### src/rtl/pipe_hazard_ctrl.sv
// rtl/pipe_hazard_ctrl.sv - hazard/stall controller for the five-stage pipeline
// Sequences load-use interlock, MDU occupancy and data-memory wait states with timeout.
module pipe_hazard_ctrl #(
  parameter int MUL_CYCLES  = 5,
  parameter int DIV_CYCLES  = 10,
  parameter int MEM_TIMEOUT = 64
) (
  input  logic        clk,
  input  logic        rst,
  input  logic [4:0]  rs_D,
  input  logic [4:0]  rt_D,
  input  logic        use_rs_D,
  input  logic        use_rt_D,
  input  logic        load_E,
  input  logic [4:0]  wa_E,
  input  logic        mdu_start_E,
  input  logic        mdu_div_E,
  input  logic        mdu_use_D,
  input  logic        branch_taken_D,
  input  logic        dm_req_M,
  input  logic        dm_ready,
  output logic        stall_pc,
  output logic        stall_d,
  output logic        stall_e,
  output logic        stall_m,
  output logic        stall_w,
  output logic        flush_d,
  output logic        flush_e,
  output logic        flush_w,
  output logic        mdu_busy,
  output logic        bus_err,
  output logic [31:0] stall_count
);

  typedef enum logic {IDLE, MEM_WAIT} mem_state_t;

  localparam logic [3:0] MUL_LAT   = 4'(MUL_CYCLES);
  localparam logic [3:0] DIV_LAT   = 4'(DIV_CYCLES);
  localparam logic [7:0] WAIT_LAST = 8'(MEM_TIMEOUT - 1);

  mem_state_t state, state_next;
  logic [7:0] wait_cnt, wait_cnt_next;
  logic [3:0] mdu_cnt, mdu_cnt_next;
  logic       bus_err_next;
  logic       timeout_hit, memfreeze, lu, mdu_hz;

  assign timeout_hit = (state == MEM_WAIT) && (wait_cnt == WAIT_LAST);
  assign memfreeze   = dm_req_M && !dm_ready && !timeout_hit;
  assign lu          = load_E && (wa_E != 5'd0) &&
                       ((use_rs_D && (rs_D == wa_E)) || (use_rt_D && (rt_D == wa_E)));
  assign mdu_hz      = mdu_use_D && ((mdu_cnt != 4'd0) || mdu_start_E);
  assign mdu_busy    = !rst && (mdu_cnt != 4'd0);

  // Memory freeze outranks interlocks; an interlock outranks the branch flush.
  always_comb begin
    stall_pc = 1'b0;
    stall_d  = 1'b0;
    stall_e  = 1'b0;
    stall_m  = 1'b0;
    stall_w  = 1'b0;
    flush_d  = 1'b0;
    flush_e  = 1'b0;
    flush_w  = 1'b0;
    if (!rst) begin
      if (memfreeze) begin
        stall_pc = 1'b1;
        stall_d  = 1'b1;
        stall_e  = 1'b1;
        stall_m  = 1'b1;
        flush_w  = 1'b1;
      end else if (lu || mdu_hz) begin
        stall_pc = 1'b1;
        stall_d  = 1'b1;
        flush_e  = 1'b1;
      end else if (branch_taken_D) begin
        flush_d = 1'b1;
      end
    end
  end

  always_comb begin
    mdu_cnt_next = mdu_cnt;
    if (mdu_start_E && !memfreeze) begin
      mdu_cnt_next = mdu_div_E ? DIV_LAT : MUL_LAT;
    end else if (mdu_cnt != 4'd0) begin
      mdu_cnt_next = mdu_cnt - 4'd1;
    end
  end

  always_comb begin
    state_next    = state;
    wait_cnt_next = wait_cnt;
    bus_err_next  = 1'b0;
    case (state)
      IDLE: begin
        if (dm_req_M && !dm_ready) begin
          state_next    = MEM_WAIT;
          wait_cnt_next = 8'd0;
        end
      end
      MEM_WAIT: begin
        if (!dm_req_M || dm_ready) begin
          state_next    = IDLE;
          wait_cnt_next = 8'd0;
        end else if (timeout_hit) begin
          state_next    = IDLE;
          wait_cnt_next = 8'd0;
          bus_err_next  = 1'b1;
        end else begin
          wait_cnt_next = wait_cnt + 8'd1;
        end
      end
      default: begin
        state_next    = IDLE;
        wait_cnt_next = 8'd0;
      end
    endcase
  end

  always_ff @(posedge clk) begin
    if (rst) begin
      state       <= IDLE;
      wait_cnt    <= 8'd0;
      mdu_cnt     <= 4'd0;
      bus_err     <= 1'b0;
      stall_count <= 32'd0;
    end else begin
      state       <= state_next;
      wait_cnt    <= wait_cnt_next;
      mdu_cnt     <= mdu_cnt_next;
      bus_err     <= bus_err_next;
      stall_count <= stall_count + {31'd0, stall_pc};
    end
  end

endmodule

### config.mk
export PLATFORM = sky130hd
export DESIGN_NAME = pipe_hazard_ctrl
export DESIGN_NICKNAME = d
export VERILOG_FILES = /design/src/rtl/pipe_hazard_ctrl.sv
export SDC_FILE = /design/constraint.sdc
export NUM_CORES = 1
export LEC_CHECK = 0
export BUFFER_PORTS_ARGS = -buffer_cell sky130_fd_sc_hd__buf_2
export CORE_MARGIN = 5
export CORE_UTILIZATION = 35
export DETAILED_ROUTE_END_ITERATION = 6
export SYNTH_ARGS = -nofsm -noshare
export SYNTH_HDL_FRONTEND = slang
export SYNTH_SLANG_ARGS = --single-unit
### constraint.sdc
create_clock -name clk -period 7.2 [get_ports clk]
set_input_delay 0.72 -clock clk [delete_from_list [all_inputs] [get_ports clk]]
set_output_delay 0.72 -clock clk [all_outputs]
set_load 0.02 [all_outputs]
==> impl_metrics.prom <==
# TYPE chip_impl_metric gauge
chip_impl_metric{name="p_per_area",unit="mW/mm^2"} 186.1
chip_impl_info{name="synth_top_area_cell",value="dfxtp_1"} 1
chip_impl_metric{name="clock_power_share",unit="%"} 38.1
chip_impl_metric{name="power_switching_share",unit="%"} 26.09
chip_impl_info{name="grt_setup_unrepaired",value="false"} 1
chip_impl_metric{name="vdd.ir_drop.worst",unit="mV"} 0.1045
chip_impl_metric{name="drt_first_iter_violations",unit=""} 78
chip_impl_metric{name="hold_viol",unit=""} 0
chip_impl_metric{name="global_placer_s_final_weighted_congestion",unit=""} 0.7904
chip_impl_metric{name="power.share.combinational",unit="%"} 12.5
chip_impl_metric{name="static-leakage-power",unit="nW"} 1.121
chip_impl_metric{name="synth_sequential_area_ratio",unit="%"} 38.15
chip_impl_metric{name="tritoncts.num_buffers",unit=""} 5
chip_impl_metric{name="synth_cell_types",unit=""} 49
chip_impl_metric{name="aggregate_global_routing_overflow",unit=""} 0
chip_impl_metric{name="drcViolationCount",unit=""} 0
chip_impl_metric{name="synthesis.yosys.warnings",unit=""} 0
chip_impl_metric{name="slew_at_the_pin_with_the_worst_max_slew_slack",unit="ps"} 780.0
chip_impl_metric{name="maxSlewViolCount",unit=""} 0
chip_impl_metric{name="fraction_of_layout_instances_using_a_drive_strength_above_1",unit="%"} 24.12
chip_impl_metric{name="io-pin-count",unit=""} 68
chip_impl_metric{name="syn_area_per_cell",unit="sq um"} 8.469
chip_impl_metric{name="fin_tns_setup",unit="ps"} 0
chip_impl_metric{name="power.share.sequential",unit="%"} 49.4
chip_impl_metric{name="layout.cell_area.non_filler",unit="sq mm"} 0.002872
chip_impl_metric{name="synth_area",unit="sq mm"} 0.002414
chip_impl_metric{name="synth_async_sr_flop_share",unit="%"} 0
chip_impl_metric{name="cts_max_level",unit=""} 2
chip_impl_info{name="critical_path.endpoint_type",value="flop"} 1
chip_impl_metric{name="layout_worst_path_cycle_share",unit="%"} 54.46
chip_impl_metric{name="synth_enable_flop_cells",unit=""} 0
chip_impl_metric{name="wire_length_of_the_first_global_routing_pass",unit="mm"} 9.439
chip_impl_metric{name="area.growth.synth_to_final",unit="%"} 18.97
chip_impl_metric{name="post-route-util",unit="%"} 42.50
chip_impl_metric{name="cts.path.max_buffers",unit=""} 2
chip_impl_info{name="clock-root-buffer",value="clkbuf_8"} 1
chip_impl_metric{name="max_freq",unit="MHz"} 255.0
chip_impl_metric{name="placement_rows",unit=""} 30
chip_impl_metric{name="floorplan.initialDensity",unit="%"} 35.72
chip_impl_metric{name="preCtsSetupSlack",unit="ps"} 2906
chip_impl_metric{name="number_of_instances_resized_during_post_cts_repair",unit=""} 0
chip_impl_metric{name="antenna_left",unit=""} 0
chip_impl_metric{name="drt-vias-per-instance",unit=""} 5.424
chip_impl_metric{name="postSynthCellCount",unit=""} 285
chip_impl_metric{name="internal-power",unit="W"} 0.0003950
chip_impl_metric{name="dp.final_hpwl",unit="mm"} 3.904
chip_impl_info{name="type_of_the_worst_min_delay_path",value="reg2reg"} 1
chip_impl_metric{name="postSynthNetCount",unit=""} 316
chip_impl_metric{name="maximum_number_of_pins_on_one_net_before_global_route_repair",unit=""} 56
chip_impl_info{name="prevailing_post_synth_register_cell",value="dfxtp_1"} 1
chip_impl_metric{name="detailedRoute.firstPassIterationCount",unit=""} 4
chip_impl_metric{name="cp.required",unit="ps"} 7450
chip_impl_metric{name="first_global_vias",unit=""} 2067
chip_impl_metric{name="placedInstanceArea",unit="sq mm"} 0.002754
chip_impl_metric{name="p_switching",unit="W"} 0.0001395
chip_impl_metric{name="route.vias.total",unit=""} 2278
chip_impl_metric{name="detail_route.wl_per_cell",unit="microns"} 13.35
chip_impl_metric{name="cp_max_fo",unit=""} 20
chip_impl_metric{name="cts_hold_buffers",unit=""} 0
chip_impl_metric{name="antenna_cells_inserted",unit=""} 0
chip_impl_metric{name="die_height",unit="microns"} 93.04
chip_impl_metric{name="die_area",unit="sq mm"} 0.008656
chip_impl_metric{name="fin_worst_skew",unit="ps"} 13.98
chip_impl_metric{name="place.port_buffers",unit=""} 66
chip_impl_metric{name="total_global_route_track_usage",unit="%"} 13.02
chip_impl_metric{name="fp.coreArea",unit="sq mm"} 0.006756
chip_impl_metric{name="post_cts_buffers",unit=""} 0
chip_impl_metric{name="numClockSinks",unit=""} 46
chip_impl_metric{name="clkSlewWorstSetupHoldPaths",unit="ps"} 100
chip_impl_info{name="layout_commonest_cell",value="buf_2"} 1
chip_impl_metric{name="final-setup-viol-count",unit=""} 0
chip_impl_metric{name="insertion_delay",unit="ps"} 310
chip_impl_metric{name="synth_seq_cells",unit=""} 46
chip_impl_metric{name="setup_slack",unit="ps"} 3279
chip_impl_info{name="type_of_the_worst_setup_path",value="in2reg"} 1
chip_impl_info{name="timing.critical_path.from_type",value="input port"} 1
chip_impl_metric{name="maxCapViolCount",unit=""} 0
chip_impl_metric{name="drt-total-wl",unit="mm"} 5.605
chip_impl_metric{name="overall_power",unit="W"} 0.0005345
chip_impl_metric{name="worst-endpoint-arrival",unit="ps"} 4170
chip_impl_metric{name="fill_cells",unit=""} 682
chip_impl_info{name="final_cell_mix",value="66 x buf_2, 46 x dfxtp_1, 27 x a21oi_1"} 1
chip_impl_info{name="run_status",value="finished, final reports clean"} 1
chip_impl_metric{name="antenna_violations_before_repair",unit=""} 0
chip_impl_metric{name="count_of_nets_after_finishing",unit=""} 370
chip_impl_metric{name="post_synth_top_area_share",unit="%"} 38.15
chip_impl_metric{name="dieWidth",unit="microns"} 93.04
chip_impl_metric{name="timing.max_slew.rel_slack",unit="%"} 47.85
chip_impl_info{name="cell_types_occupying_the_most_area_after_synthesis",value="dfxtp_1 38%, a21oi_1 5.6%, xor2_1 5.4%, o31ai_1 4.7%, or4_1 4.4%"} 1
chip_impl_metric{name="period_minus_slack",unit="ps"} 3921
chip_impl_info{name="tritoncts",value="yes"} 1
==> stage by stage <==
| stage | hold slack [ps] | cells |
|---|---|---|
| 2_1_floorplan | 470.5 | 285 |
| 3_3_place_gp | 476.3 | 412 |
| 3_5_place_dp | 489.3 | 412 |
| 4_1_cts | 503.4 | 420 |
| 5_1_grt | 531.5 | 420 |
| 6_report | 500.6 | 420 |
==> worst max-delay path, cell delays in order <==
cell and delay, ps:
buf_2 120, xor2_1 150, nor4_1 320, a32oi_1 190, o31ai_1 490, ha_1 280, ha_1 180, and3_1 260
nand3_1 490, or4b_2 790, a21oi_1 150
==> path summary, 6_finish.rpt <==
kind                                 to                       start  cells after the start  slack, ps
max          stall_count[20]$_SDFF_PP0_                     wa_E[3]                     11       3280
min reg2reg  stall_count[20]$_SDFF_PP0_  stall_count[20]$_SDFF_PP0_                      2        500
max reg2reg  stall_count[20]$_SDFF_PP0_    wait_cnt[0]$_SDFFE_PP0P_                     11       3410
min          stall_count[20]$_SDFF_PP0_  stall_count[20]$_SDFF_PP0_                      2        500
==> Yosys cell counts (3+ instances only) <==
library cell / count
or3_1: 9
nor4_1: 3
and4_1: 6
o31ai_1: 15
inv_1: 6
or4_1: 14
nand2_1: 15
nor2_1: 22
xnor2_1: 6
buf_4: 4
nor2b_1: 4
nand3_1: 16
clkbuf_1: 14
a31oi_1: 4
o21ai_0: 11
ha_1: 5
nand4_1: 6
dfxtp_1: 46
nand3b_1: 4
a21oi_1: 27
xor2_1: 15
==> metal layers <==
layer	GRT usage, %	share of wire (%)	vias to the layer above
met2	20.40	42	67
met1	18.17	50	1040
met3	3.057	6.4	7
li1	-	-	1164
met5	0	0	-
met4	2.930	0.98	0
==> registers in the layout, summed over array words and instances (netlist names) <==
name,flops
bus_err,1
mdu_cnt,4
stall_count,32
wait_cnt,8
state,1
==> cells by family (layout without fill, tap and decap cells) <==
| family | Yosys count | in the layout | synth area share (%) |
|---|---|---|---|
| other cells | 1 | 1 | 0.1554 |
| simple gates | 116 | 116 | 28.15 |
| mux | 2 | 2 | 0.8813 |
| fa+ha+maj | 5 | 5 | 2.592 |
| xor+xnor | 21 | 21 | 7.621 |
| flops | 46 | 46 | 38.15 |
| buf+inv | 26 | 81 | 4.976 |
| compound gates | 68 | 68 | 17.47 |
==> power groups by stage <==
stage               Clock, W  Sequential (W)  Combinational (W)
finish              0.000204        0.000264          0.0000668
global route        0.000222        0.000265          0.0000764
CTS                 0.000212        0.000264          0.0000678
detailed placement         0        0.000270          0.0000673
global placement           0        0.000270          0.0000667
floorplan                  0        0.000270          0.0000468
==> area by class of cell <==
type,instances,area (sq um),share of cell area [%]
multi-input combinational,213,1373,47.80
sequential,46,920.9,32.07
tap,80,100.1,3.486
inverter,6,22.52,0.7843
clock buffer,5,68.82,2.397
timing repair buffer,67,337.8,11.76
clock inverter,3,48.80,1.699
Power figures use the tool's default switching activity.
